`src/rtl/tamagotchi_btn_cond.sv`:
```
// Button conditioner for the pet FSM.
// Four channels (health, food, reset, test). Each one runs 2-FF sync -> debounce FSM.
// The reset and test channels also detect a long hold and emit a one-cycle strobe.
// Channel index map: 0 = salud, 1 = ali, 2 = rst, 3 = test.
module tamagotchi_btn_cond #(
  parameter bit          ACT_LOW      = 1'b1,
  parameter int unsigned DEBOUNCE_CYC = 1_000_000,
  parameter int unsigned HOLD_CYC     = 250_000_000
) (
  input  logic clk,
  input  logic rst_n,
  input  logic salud_raw,
  input  logic ali_raw,
  input  logic rst_raw,
  input  logic test_raw,
  output logic btn_salud,
  output logic btn_ali,
  output logic salud_pulse,
  output logic ali_pulse,
  output logic btn_reset,
  output logic btn_test,
  output logic hold_active
);

  localparam int unsigned NumCh = 4;
  localparam int unsigned CW    = $clog2(DEBOUNCE_CYC + 1);
  localparam int unsigned HW    = $clog2(HOLD_CYC + 1);

  localparam logic [CW-1:0] DbMax    = CW'(DEBOUNCE_CYC);
  localparam logic [CW-1:0] DbOne    = CW'(1);
  localparam logic [HW-1:0] HoldMax  = HW'(HOLD_CYC);
  localparam logic [HW-1:0] HoldLast = HW'(HOLD_CYC - 1);

  // Only the reset and test channels do long-hold detection.
  localparam logic [NumCh-1:0] IsLong = 4'b1100;

  typedef enum logic [2:0] {
    StIdle,
    StDbPress,
    StPressed,
    StFired,
    StDbRel
  } state_e;

  logic [NumCh-1:0] raw;
  logic [NumCh-1:0] sync1_q;
  logic [NumCh-1:0] sync2_q;
  logic [NumCh-1:0] pressed;

  state_e           state_q      [NumCh];
  logic [CW-1:0]    cnt_q        [NumCh];
  logic [HW-1:0]    hcnt_q       [NumCh];
  logic             from_fired_q [NumCh];

  logic [NumCh-1:0] accept;
  logic [NumCh-1:0] fire_req;
  logic             rst_fire;
  logic             test_fire;

  logic [1:0]       pulse_q;
  logic             btn_reset_q;
  logic             btn_test_q;

  assign raw = {test_raw, rst_raw, ali_raw, salud_raw};

  // Two-stage synchronizer; reset loads the released (not-pressed) pin level.
  always_ff @(posedge clk) begin
    if (!rst_n) begin
      sync1_q <= {NumCh{ACT_LOW}};
      sync2_q <= {NumCh{ACT_LOW}};
    end else begin
      sync1_q <= raw;
      sync2_q <= sync1_q;
    end
  end

  assign pressed = sync2_q ^ {NumCh{ACT_LOW}};

  // Press acceptance and long-hold fire requests, decoded from current state.
  always_comb begin
    accept   = '0;
    fire_req = '0;
    for (int c = 0; c < NumCh; c++) begin
      accept[c]   = (state_q[c] == StDbPress) && pressed[c] && (cnt_q[c] == DbMax);
      fire_req[c] = IsLong[c] && (state_q[c] == StPressed) && pressed[c] &&
                    (hcnt_q[c] == HoldLast);
    end
  end

  // Reset wins a same-cycle tie; the test channel still moves to FIRED silently.
  assign rst_fire  = fire_req[2];
  assign test_fire = fire_req[3] & ~fire_req[2];

  // Per-channel debounce / long-hold FSM plus registered strobes.
  always_ff @(posedge clk) begin
    if (!rst_n) begin
      for (int c = 0; c < NumCh; c++) begin
        state_q[c]      <= StIdle;
        cnt_q[c]        <= '0;
        hcnt_q[c]       <= '0;
        from_fired_q[c] <= 1'b0;
      end
      pulse_q     <= '0;
      btn_reset_q <= 1'b0;
      btn_test_q  <= 1'b0;
    end else begin
      pulse_q     <= accept[1:0];
      btn_reset_q <= rst_fire;
      btn_test_q  <= test_fire;
      for (int c = 0; c < NumCh; c++) begin
        unique case (state_q[c])
          StIdle: begin
            if (pressed[c]) begin
              state_q[c] <= StDbPress;
              cnt_q[c]   <= DbOne;
            end
          end
          StDbPress: begin
            if (!pressed[c]) begin
              state_q[c] <= StIdle;
              cnt_q[c]   <= '0;
            end else if (accept[c]) begin
              state_q[c]      <= StPressed;
              cnt_q[c]        <= '0;
              hcnt_q[c]       <= '0;
              from_fired_q[c] <= 1'b0;
            end else if (cnt_q[c] != DbMax) begin
              cnt_q[c] <= cnt_q[c] + DbOne;
            end
          end
          StPressed: begin
            if (!pressed[c]) begin
              state_q[c]      <= StDbRel;
              cnt_q[c]        <= DbOne;
              from_fired_q[c] <= 1'b0;
            end else if (fire_req[c]) begin
              state_q[c] <= StFired;
            end else if (IsLong[c] && (hcnt_q[c] != HoldMax)) begin
              hcnt_q[c] <= hcnt_q[c] + HW'(1);
            end
          end
          StFired: begin
            if (!pressed[c]) begin
              state_q[c]      <= StDbRel;
              cnt_q[c]        <= DbOne;
              from_fired_q[c] <= 1'b1;
            end
          end
          StDbRel: begin
            // A bounce back to pressed resumes where we were; hold progress is kept.
            if (pressed[c]) begin
              state_q[c] <= from_fired_q[c] ? StFired : StPressed;
              cnt_q[c]   <= '0;
            end else if (cnt_q[c] == DbMax) begin
              state_q[c]      <= StIdle;
              cnt_q[c]        <= '0;
              hcnt_q[c]       <= '0;
              from_fired_q[c] <= 1'b0;
            end else begin
              cnt_q[c] <= cnt_q[c] + DbOne;
            end
          end
          default: begin
            state_q[c] <= StIdle;
            cnt_q[c]   <= '0;
            hcnt_q[c]  <= '0;
          end
        endcase
      end
    end
  end

  assign btn_salud   = (state_q[0] == StPressed) || (state_q[0] == StDbRel);
  assign btn_ali     = (state_q[1] == StPressed) || (state_q[1] == StDbRel);
  assign salud_pulse = pulse_q[0];
  assign ali_pulse   = pulse_q[1];
  assign btn_reset   = btn_reset_q;
  assign btn_test    = btn_test_q;

  // Armed-but-not-fired indication for the two long-hold channels.
  assign hold_active = (state_q[2] == StPressed) ||
                       ((state_q[2] == StDbRel) && !from_fired_q[2]) ||
                       (state_q[3] == StPressed) ||
                       ((state_q[3] == StDbRel) && !from_fired_q[3]);

endmodule

```
`config.mk`:
```
export PLATFORM = sky130hd
export DESIGN_NAME = tamagotchi_btn_cond
export DESIGN_NICKNAME = d
export VERILOG_FILES = /design/src/rtl/tamagotchi_btn_cond.sv
export SDC_FILE = /design/constraint.sdc
export NUM_CORES = 1
export LEC_CHECK = 0
export ABC_AREA = 1
export BUFFER_PORTS_ARGS = -buffer_cell sky130_fd_sc_hd__buf_2
export CAP_MARGIN = 20
export CELL_PAD_IN_SITES_DETAIL_PLACEMENT = 1
export CELL_PAD_IN_SITES_GLOBAL_PLACEMENT = 1
export CORE_UTILIZATION = 45
export DETAILED_ROUTE_END_ITERATION = 10
export HOLD_SLACK_MARGIN = 0.02
export PLACE_DENSITY = 0.85
export SLEW_MARGIN = 20
export SYNTH_ARGS = -nofsm -noshare
export SYNTH_HDL_FRONTEND = slang
export SYNTH_SLANG_ARGS = --single-unit
```
`constraint.sdc`:
```
create_clock -name clk -period 4.6 [get_ports clk]
set_input_delay 0.46 -clock clk [delete_from_list [all_inputs] [get_ports clk]]
set_output_delay 0.46 -clock clk [all_outputs]
set_load 0.02 [all_outputs]
```
==> flow_metrics.env, run 1 <==
export IMPL_ordered_cell_list_for_the_critical_path="inv_1, nand2_1, nor2_1, and2_1, nand3_1, nand2_1, nand3_1, buf_4"
export IMPL_critPathArrivalTime_ps=3060
export IMPL_finalWirelength_um=25710
export IMPL_setup_total_negative_slack_ps=0
export IMPL_post_cts_resized_instances=0
export IMPL_clkLatencyLatePin_ps=430
export IMPL_initial_antenna_violation_count=3
export IMPL_worstHoldPathType="in -> reg"
export IMPL_synth_warnings=0
export IMPL_sequentialPowerShare_pct=49.2
export IMPL_hold_violations=0
export IMPL_number_of_distinct_library_cells_after_synthesis=42
export IMPL_layout_nets=1336
export IMPL_power_leakage_nw=4.315
export IMPL_synth_cells=1297
export IMPL_maximum_number_of_pins_on_one_net_before_global_route_repair=29
export IMPL_floorplan_initialDensity_pct=46.45
export IMPL_type_of_element_launching_the_critical_path="flop"
export IMPL_yosys_top_cells_area="sky130_fd_sc_hd__edfxtp_1, sky130_fd_sc_hd__nor2_1, sky130_fd_sc_hd__nand2_1, sky130_fd_sc_hd__inv_1, sky130_fd_sc_hd__xor2_1"
export IMPL_ys_seq_elements=164
export IMPL_hold_buffers=0
export IMPL_first_iter_violations=400
export IMPL_most_common_layout_cells="sky130_fd_sc_hd__nor2_1, sky130_fd_sc_hd__nand2_1, sky130_fd_sc_hd__inv_1"
export IMPL_clock_path_buffers=2
export IMPL_die_height_um=153.0
export IMPL_post_cts_repair_setup_buffers=0
export IMPL_multiInputGateArea_sq_um=4710
export IMPL_post_dp_cell_area_sq_um=10620
export IMPL_ant_nets=0
export IMPL_layout_commonest_cell="sky130_fd_sc_hd__nor2_1"
export IMPL_io_pins=13
export IMPL_clkPwrFrac_pct=33.9
export IMPL_place_ws_ps=1301
export IMPL_vdd_drop_max_v=0.0002018
export IMPL_clock_tree_root_cell="sky130_fd_sc_hd__clkbuf_16"
export IMPL_placement_rows=54
export IMPL_drcViolationCount=0
export IMPL_path_buf_inv=2
export IMPL_grt_pass1_vias=9051
export IMPL_pwr_density_cell_nw_per_um2=384.2
export IMPL_cts_buffers=17
export IMPL_clkSlewWorstSetupHoldPaths_ps=70
export IMPL_finish_utilization_pct=50.82
export IMPL_final_min_clock_period_ps=2881
export IMPL_p_int_w=0.002956
export IMPL_final_count_of_negative_setup_slack_endpoints=0
export IMPL_gp_routability_congestion=0.8863
export IMPL_syn_nets=1315
export IMPL_critPathSlowestCell="sky130_fd_sc_hd__nand2_1"
export IMPL_cts_tree="yes"
export IMPL_max_stage_delay_ps=560
export IMPL_htree_levels=4
export IMPL_core_area_sq_um=22090
export IMPL_synth_sequential_area_ratio_pct=46.53
export IMPL_final_cell_area_sq_um=11230
export IMPL_path_class="reg -> reg"
export IMPL_sequential_cell_area_sq_um=4775
export IMPL_timing_critical_path_required_ps=4780
export IMPL_mappedNetlistArea_sq_um=10260
export IMPL_post_route_cells_drive_above_1_share_pct=7.062
export IMPL_post_layout_total_power_w=0.004313
export IMPL_area_growth_syn_to_layout_pct=9.400
export IMPL_power_switching_share_pct=31.46
export IMPL_yosysTopAreaCellShare_pct=43.60
export IMPL_die_area_sq_um=23410
export IMPL_drv_max_cap_violation_count=0
export IMPL_die_width_um=153.0
export IMPL_critical_path_peak_fanout=20
export IMPL_fin_worst_skew_ps=12.08
export IMPL_filler_cell_count=2734
export IMPL_cell_type_group_with_the_largest_total_delay_on_the_critical_path="simple AND/OR/NAND/NOR gates"
export IMPL_avgViaCountPerCell=5.358
export IMPL_post_route_fraction_of_the_period_consumed_by_the_critical_path_pct=62.63
export IMPL_status="complete, no violations"
export IMPL_routed_length_per_placed_instance_um=15.94
export IMPL_globalRouteOverflowTotal=0
export IMPL_first_pass_iters=5
export IMPL_hpwlAfterDp_um=18990
export IMPL_maxSlewHeadroom_pct=40.12
export IMPL_dr_total_vias=8643
export IMPL_port_buffer_count=12
export IMPL_clock_fmax_mhz=347.1
export IMPL_power_combinational_fraction_pct=16.9
export IMPL_tightest_slew_ps=896.0
export IMPL_synthDominantAreaCellType="sky130_fd_sc_hd__edfxtp_1"
export IMPL_grt_pass1_wl_um=43480
export IMPL_post_route_worst_setup_slack_ps=1719
export IMPL_postSynthAreaPerCell_sq_um=7.912
export IMPL_cts_sinks=164
export IMPL_overall_global_routing_resource_usage_pct=22.83
export IMPL_grt_setup_unrepaired="no"
export IMPL_netSwitchingPower_w=0.001357
export IMPL_timing_max_transition_violations_final=0
export IMPL_capturing_element_type_of_the_critical_path="flop"
[per-stage QoR]
step	instances	hold WS [ps]
6_report	1613	222.8
5_1_grt	1612	215.8
4_1_cts	1611	209.6
3_5_place_dp	1579	402.9
3_3_place_gp	1579	393.7
2_1_floorplan	1297	392.5
[cell usage after synthesis (all sizes together)]
| cell | count |
|---|---|
| clkbuf | 4 |
| ha | 12 |
| o21a | 3 |
| o211a | 1 |
| o21ai | 7 |
| xor2 | 62 |
| nand2 | 251 |
| nand3b | 8 |
| nor4 | 6 |
| or2 | 24 |
| or3 | 3 |
| and3 | 1 |
| nand4 | 46 |
| edfxtp | 149 |
| o211ai | 4 |
| a31oi | 2 |
| a21oi | 40 |
| and2 | 4 |
| nor3 | 71 |
| nor2 | 268 |
| o21bai | 2 |
| a211oi | 1 |
| dfxtp | 15 |
| buf | 13 |
| inv | 180 |
| nor3b | 4 |
| xnor2 | 18 |
| nand3 | 98 |
[worst reg2reg max path, stage by stage, from the launching register on]
cell and delay (ps):
sky130_fd_sc_hd__edfxtp_1 500, sky130_fd_sc_hd__inv_1 110, sky130_fd_sc_hd__nand2_1 50, sky130_fd_sc_hd__nor2_1 170, sky130_fd_sc_hd__and2_1 180, sky130_fd_sc_hd__nand3_1 140
sky130_fd_sc_hd__nand2_1 560, sky130_fd_sc_hd__nand3_1 550, sky130_fd_sc_hd__buf_4 370
[cell type report]
type                    instances  area share [%]
flip-flops and latches        164           42.53
multi-input cells             936           41.95
inverters                     180           6.018
clock buffers                  19           4.034
well taps                     280           3.120
clock inverters                13           1.304
repair buffers                 19           1.003
diodes                          2         0.04458
[sequential cells by signal, indices dropped and copies added, names as in the netlist]
| signal | flops |
|---|---|
| sync2_q | 4 |
| from_fired_q | 4 |
| sync1_q | 4 |
| pulse_q | 2 |
| hcnt_q | 56 |
| btn_test | 1 |
| btn_reset | 1 |
| state_q | 12 |
| cnt_q | 80 |
[power groups by stage]
| stage | sequential (W) | combinational, W | clock, W |
|---|---|---|---|
| 2_1_floorplan | 0.00208 | 0.000549 | 0 |
| 3_3_place_gp | 0.00213 | 0.000687 | 0 |
| 3_5_place_dp | 0.00215 | 0.000721 | 0 |
| 4_1_cts | 0.00212 | 0.000738 | 0.00149 |
| 5_1_grt | 0.00216 | 0.000833 | 0.00153 |
| 6_report | 0.00212 | 0.000730 | 0.00146 |
[worst paths after layout]
path | cells after the start | from | slack, ps | to
setup / recovery | 8 | cnt_q[0][15]$_SDFFCE_PP0P_ | 1720 | cnt_q[0][1]$_SDFFCE_PP0P_
hold / removal | 2 | test_raw | 220 | sync1_q[3]$_SDFF_PN1_
setup reg to reg | 8 | cnt_q[0][15]$_SDFFCE_PP0P_ | 1720 | cnt_q[0][1]$_SDFFCE_PP0P_
hold reg to reg | 1 | sync1_q[0]$_SDFF_PN1_ | 420 | sync2_q[0]$_SDFF_PN1_
[cell families (layout without fill, tap and decap cells)]
kind of cell	after synthesis	count (layout)	share of synthesized area, %
other	0	2	0
AOI/OAI and AO/OA	60	60	3.280
and+or+nand+nor	784	784	34.32
xor gates and xnor gates	80	80	6.828
DFF	164	164	46.53
adders and majority gates	12	12	1.463
buffers and inverters	197	231	7.583
[routing by layer]
metal	share of wire [%]	vias to the layer above	global-route usage (%)
met5	0.051	-	0
met4	0.63	2	5.387
met3	3.2	19	4.196
met2	50	102	39.69
met1	46	4236	29.39
li1	-	4284	-
(Power assumes the default switching activity.)
==> inputs of run 2 (changes only) <==
--- a/config.mk
+++ b/config.mk
@@ -10,10 +10,10 @@
 export CAP_MARGIN = 20
 export CELL_PAD_IN_SITES_DETAIL_PLACEMENT = 1
 export CELL_PAD_IN_SITES_GLOBAL_PLACEMENT = 1
-export CORE_UTILIZATION = 45
+export CORE_UTILIZATION = 44
 export DETAILED_ROUTE_END_ITERATION = 10
 export HOLD_SLACK_MARGIN = 0.02
-export PLACE_DENSITY = 0.85
+export PLACE_DENSITY = 0.86
 export SLEW_MARGIN = 20
 export SYNTH_ARGS = -nofsm -noshare
 export SYNTH_HDL_FRONTEND = slang
==> constraint.sdc (replaced) <==
create_clock -name clk -period 2.5 [get_ports clk]
set_input_delay 0.25 -clock clk [delete_from_list [all_inputs] [get_ports clk]]
set_output_delay 0.25 -clock clk [all_outputs]
set_load 0.02 [all_outputs]
==> flow_metrics.env, run 2 (synthesized netlist as in run 1, its figures left out) <==
export IMPL_critical_path_most_common_cell="sky130_fd_sc_hd__nand4_1"
export IMPL_cts_tree="yes"
export IMPL_cts_buffers=17
export IMPL_layout_commonest_cell="sky130_fd_sc_hd__nor2_1"
export IMPL_sequential_cell_area_sq_um=4775
export IMPL_hpwlAfterDp_um=18720
export IMPL_critPathSlowestCell="sky130_fd_sc_hd__edfxtp_1"
export IMPL_final_min_clock_period_ps=2291
export IMPL_vdd_drop_max_v=0.0002734
export IMPL_die_width_um=154.7
export IMPL_post_route_worst_setup_slack_ps=208.7
export IMPL_worstHoldPathType="in -> reg"
export IMPL_timing_max_transition_violations_final=0
export IMPL_placement_rows=55
export IMPL_multiInputGateArea_sq_um=4732
export IMPL_power_leakage_nw=4.325
export IMPL_final_count_of_negative_setup_slack_endpoints=0
export IMPL_layout_nets=1345
export IMPL_post_cts_repair_setup_buffers=0
export IMPL_reg2reg_setup_slack_ps=210
export IMPL_die_height_um=154.7
export IMPL_critPathArrivalTime_ps=2410
export IMPL_core_area_sq_um=22780
export IMPL_drcViolationCount=0
export IMPL_top_register="cnt_q"
export IMPL_critical_path_peak_fanout=20
export IMPL_min_from="ali_raw"
export IMPL_crit_reg2reg_capture="cnt_q[2][5]$_SDFFCE_PP0P_"
export IMPL_final_cell_area_sq_um=11310
export IMPL_place_ws_ps=308.2
export IMPL_area_growth_syn_to_layout_pct=10.17
export IMPL_maximum_number_of_pins_on_one_net_before_global_route_repair=29
export IMPL_avgViaCountPerCell=5.309
export IMPL_grt_pass1_wl_um=44850
export IMPL_clock_tree_root_cell="sky130_fd_sc_hd__clkbuf_16"
export IMPL_clock_path_buffers=2
export IMPL_post_route_cells_drive_above_1_share_pct=7.612
export IMPL_hold_violations=0
export IMPL_timing_critical_path_required_ps=2620
export IMPL_finalWirelength_um=26490
export IMPL_ant_nets=0
export IMPL_r2r_start="cnt_q[2][0]$_SDFFCE_PP0P_"
export IMPL_first_iter_violations=485
export IMPL_htree_levels=4
export IMPL_cts_sinks=164
export IMPL_clkSlewWorstSetupHoldPaths_ps=60
export IMPL_initial_antenna_violation_count=0
export IMPL_ordered_cell_list_for_the_critical_path="inv_1, ha_1, nand3_1, nor3_1, nand4_1, nand4_1, nor2_1, nand2_1, buf_4"
export IMPL_type_of_element_launching_the_critical_path="flop"
export IMPL_worst_r2r_cell_count=9
export IMPL_fin_worst_skew_ps=13.17
export IMPL_pwr_density_cell_nw_per_um2=683.2
export IMPL_largest_register_ffs=80
export IMPL_die_area_sq_um=23940
export IMPL_tightest_slew_ps=558.0
export IMPL_status="complete, no violations"
export IMPL_capturing_element_type_of_the_critical_path="flop"
export IMPL_floorplan_initialDensity_pct=45.05
export IMPL_worstHoldPathCells=2
export IMPL_clkLatencyLatePin_ps=440
export IMPL_grt_setup_unrepaired="no"
export IMPL_post_dp_cell_area_sq_um=10780
export IMPL_timing_hold_worst_endpoint="sync1_q[1]$_SDFF_PN1_"
export IMPL_antenna_diode_count=0
export IMPL_most_common_layout_cells="sky130_fd_sc_hd__nor2_1, sky130_fd_sc_hd__nand2_1, sky130_fd_sc_hd__inv_1"
export IMPL_port_buffer_count=12
export IMPL_overall_global_routing_resource_usage_pct=23.27
export IMPL_io_pins=13
export IMPL_drv_max_cap_violation_count=0
export IMPL_maxSlewHeadroom_pct=62.46
export IMPL_max_stage_delay_ps=450
export IMPL_grt_pass1_vias=9116
export IMPL_first_pass_iters=5
export IMPL_post_route_fraction_of_the_period_consumed_by_the_critical_path_pct=91.65
export IMPL_routed_length_per_placed_instance_um=16.03
export IMPL_clock_fmax_mhz=436.4
export IMPL_dr_total_vias=8776
export IMPL_gp_routability_congestion=0.8673
export IMPL_filler_cell_count=2809
export IMPL_path_class="reg -> reg"
export IMPL_top_regs="cnt_q x80, hcnt_q x56, state_q x12"
export IMPL_globalRouteOverflowTotal=0
## run 2: area by class of cell
type	instances	share of cell area (%)
Sequential cell	164	42.23
Inverter	180	5.976
Tap cell	313	3.464
Multi-Input combinational cell	936	41.85
Clock inverter	9	0.5201
Clock buffer	23	4.139
Timing Repair Buffer	28	1.815
## run 2: worst max-delay path by stage
stage                     depth (start not counted)  slack [ps]                    endpoint                       start
after floorplan                                   7        -100  hcnt_q[1][0]$_SDFFCE_PP0P_  hcnt_q[1][0]$_SDFFCE_PP0P_
after global placement                            9         420  cnt_q[1][17]$_SDFFCE_PP0P_                       rst_n
after detailed placement                          9         310  cnt_q[2][15]$_SDFFCE_PP0P_   cnt_q[2][0]$_SDFFCE_PP0P_
after CTS                                         9         230   cnt_q[2][4]$_SDFFCE_PP0P_   cnt_q[2][0]$_SDFFCE_PP0P_
after global routing                              9           3  cnt_q[2][17]$_SDFFCE_PP0P_   cnt_q[2][0]$_SDFFCE_PP0P_
final                                             9         210   cnt_q[2][5]$_SDFFCE_PP0P_   cnt_q[2][0]$_SDFFCE_PP0P_
## run 2: routing by layer
metal	global-route usage, %	vias up	wire, um
met3	3.278	37	711
met4	7.685	0	468
li1	-	4314	-
met5	0	-	0
met2	38.87	131	12760
met1	31.06	4294	12560
## run 2: timing repair
action / 4_1_cts / 5_1_grt
endpoints found under the setup margin: 0 / 7
gates resized for setup: 0 / 0
hold buffers: 0 / 0
endpoints found under the hold margin: 0 / 0
## run 2: metrics by stage
stage          power, W  setup TNS [ps]  std cells  utilization [%]  hold WS, ps
2_1_floorplan  0.004837           -2928       1297                -        356.6
3_3_place_gp   0.005224               0       1621            47.32        397.5
3_5_place_dp   0.005307               0       1621            47.32        399.2
4_1_cts        0.007777               0       1653            49.63        20.90
5_1_grt        0.008098               0       1653            49.63        38.38
6_report       0.007724               0       1653            49.63        36.22
## run 2: where the power goes
part           switching, W  leakage, nW  internal [W]
clock network       0.00111        0.251       0.00132
registers          0.000434         1.71       0.00348
logic              0.000936         2.36      0.000451
total               0.00248         4.33       0.00525
## run 2: worst max-delay path, delay by kind of cell (launching register included)
kind	cells	cell delay, ps
adder cells (fa/ha/maj)	1	140
buffers and inverters	2	380
flip-flops	1	450
AND/OR/NAND/NOR	6	1000
==> inputs of run 3 (changes only) <==
--- a/config.mk
+++ b/config.mk
@@ -8,7 +8,7 @@
 export ABC_AREA = 1
 export BUFFER_PORTS_ARGS = -buffer_cell sky130_fd_sc_hd__buf_2
 export CAP_MARGIN = 20
-export CELL_PAD_IN_SITES_DETAIL_PLACEMENT = 1
+export CELL_PAD_IN_SITES_DETAIL_PLACEMENT = 0
 export CELL_PAD_IN_SITES_GLOBAL_PLACEMENT = 1
 export CORE_UTILIZATION = 44
 export DETAILED_ROUTE_END_ITERATION = 10
==> flow_metrics.env, run 3 (synthesized netlist as in run 1, its figures left out) <==
export IMPL_gp_routability_congestion=0.8673
export IMPL_die_height_um=154.7
export IMPL_pwr_density_cell_nw_per_um2=699.8
export IMPL_setup_total_negative_slack_ps=0
export IMPL_drv_max_cap_violation_count=0
export IMPL_floorplan_initialDensity_pct=45.05
export IMPL_post_route_cells_drive_above_1_share_pct=7.687
export IMPL_placement_rows=55
export IMPL_avgViaCountPerCell=5.013
export IMPL_post_cts_resized_instances=0
export IMPL_filler_cell_count=2177
export IMPL_drt_met1_wl_um=11150
export IMPL_first_pass_iters=5
export IMPL_layout_nets=1345
export IMPL_critPathArrivalTime_ps=2240
export IMPL_dr_total_vias=8286
export IMPL_maxSlewHeadroom_pct=68.72
export IMPL_post_cts_repair_setup_buffers=0
export IMPL_overall_global_routing_resource_usage_pct=19.06
export IMPL_post_route_fraction_of_the_period_consumed_by_the_critical_path_pct=85.57
export IMPL_largest_register_ffs=80
export IMPL_sequentialPowerShare_pct=48.6
export IMPL_ant_nets=0
export IMPL_maximum_number_of_pins_on_one_net_before_global_route_repair=29
export IMPL_power_combinational_fraction_pct=16.5
export IMPL_met3_wirelength_um=819
export IMPL_top_regs="cnt_q x80, hcnt_q x56, state_q x12"
export IMPL_first_iter_violations=670
export IMPL_capturing_element_type_of_the_critical_path="flop"
export IMPL_hold_violations=0
export IMPL_clock_tree_root_cell="sky130_fd_sc_hd__clkbuf_16"
export IMPL_post_dp_cell_area_sq_um=10780
export IMPL_antenna_diode_count=0
export IMPL_vdd_drop_max_v=0.0003782
export IMPL_clkPwrFrac_pct=34.9
export IMPL_cts_buffers=17
export IMPL_power_switching_share_pct=29.20
export IMPL_type_of_element_launching_the_critical_path="flop"
export IMPL_clock_path_buffers=2
export IMPL_hpwlAfterDp_um=16010
export IMPL_finalWirelength_um=21660
export IMPL_grt_pass1_vias=7901
export IMPL_worstHoldPathType="in -> reg"
export IMPL_status="complete, no violations"
export IMPL_netSwitchingPower_w=0.002329
export IMPL_tightest_slew_ps=465.7
export IMPL_highest_signal_layer_in_the_routed_design="met4"
export IMPL_top_register="cnt_q"
export IMPL_grt_setup_unrepaired="no"
export IMPL_grt_pass1_wl_um=37140
export IMPL_fin_worst_skew_ps=11.39
export IMPL_die_area_sq_um=23940
export IMPL_path_class="reg -> reg"
export IMPL_cts_tree="yes"
export IMPL_timing_critical_path_required_ps=2600
export IMPL_routed_length_per_placed_instance_um=13.10
export IMPL_critical_path_peak_fanout=20
export IMPL_reg2reg_setup_slack_ps=360
export IMPL_drcViolationCount=0
export IMPL_die_width_um=154.7
export IMPL_clkSlewWorstSetupHoldPaths_ps=60
export IMPL_timing_max_transition_violations_final=0
export IMPL_layout_commonest_cell="sky130_fd_sc_hd__nor2_1"
export IMPL_cts_sinks=164
export IMPL_clkLatencyLatePin_ps=420
export IMPL_most_common_layout_cells="sky130_fd_sc_hd__nor2_1, sky130_fd_sc_hd__nand2_1, sky130_fd_sc_hd__inv_1"
export IMPL_final_count_of_negative_setup_slack_endpoints=0
export IMPL_power_leakage_nw=4.373
export IMPL_clock_fmax_mhz=467.5
export IMPL_post_layout_total_power_w=0.007978
export IMPL_final_min_clock_period_ps=2139
export IMPL_routed_wl_met2_um=9330
export IMPL_initial_antenna_violation_count=0
export IMPL_globalRouteOverflowTotal=0
export IMPL_p_int_w=0.005649
export IMPL_final_cell_area_sq_um=11400
export IMPL_area_growth_syn_to_layout_pct=11.09
export IMPL_io_pins=13
export IMPL_port_buffer_count=12
export IMPL_htree_levels=4
export IMPL_hold_buffers=0
export IMPL_core_area_sq_um=22780
## run 3: worst paths after layout
path,depth (start not counted),start,endpoint
worst min register to register,1,sync1_q[0]$_SDFF_PN1_,sync2_q[0]$_SDFF_PN1_
worst min-delay path,2,ali_raw,sync1_q[1]$_SDFF_PN1_
worst max-delay path,9,cnt_q[2][0]$_SDFFCE_PP0P_,cnt_q[2][4]$_SDFFCE_PP0P_
worst max register to register,9,cnt_q[2][0]$_SDFFCE_PP0P_,cnt_q[2][4]$_SDFFCE_PP0P_
## run 3: power groups by stage
| stage | registers (W) | logic (W) | clock network [W] |
|---|---|---|---|
| 5_1_grt | 0.00395 | 0.00152 | 0.00294 |
| 3_3_place_gp | 0.00392 | 0.00130 | 0 |
| 4_1_cts | 0.00388 | 0.00133 | 0.00284 |
| 6_report | 0.00388 | 0.00131 | 0.00278 |
| 2_1_floorplan | 0.00383 | 0.00101 | 0 |
| 3_5_place_dp | 0.00393 | 0.00132 | 0 |
## run 3: metrics by stage
step / worst slack, ps / hold WS [ps] / util, % / instances
6_report: 360.8 / 50.77 / 50.05 / 1653
5_1_grt: 110.3 / 58.94 / 50.05 / 1653
4_1_cts: 313.3 / 47.87 / 50.05 / 1653
3_5_place_dp: 360.6 / 399.6 / 47.32 / 1621
3_3_place_gp: 417.3 / 397.5 / 47.32 / 1621
2_1_floorplan: -104.6 / 356.6 / - / 1297
## run 3: layer usage
metal  GRT usage [%]  up-vias
li1                -     4320
met1           27.96     3782
met2           28.72      159
met3           2.690       25
met4           6.459        0
met5               0        -
## run 3: final cells by class
class,count,area [sq um],share of cell area [%]
Tap cell,313,391.6,3.435
Clock inverter,10,157.7,1.383
Timing Repair Buffer,28,205.2,1.800
Multi-Input combinational cell,936,4732,41.51
Clock buffer,22,464.2,4.072
Inverter,180,675.6,5.926
Sequential cell,164,4775,41.88
## run 3: worst max-delay path, cell delays in order (launching register included)
cell and delay, ps:
sky130_fd_sc_hd__edfxtp_1 430, sky130_fd_sc_hd__inv_1 80, sky130_fd_sc_hd__ha_1 140, sky130_fd_sc_hd__nand3_1 90, sky130_fd_sc_hd__nor3_1 200, sky130_fd_sc_hd__nand4_1 290
sky130_fd_sc_hd__nand4_1 190, sky130_fd_sc_hd__nor2_1 70, sky130_fd_sc_hd__nand2_1 50, sky130_fd_sc_hd__buf_4 270
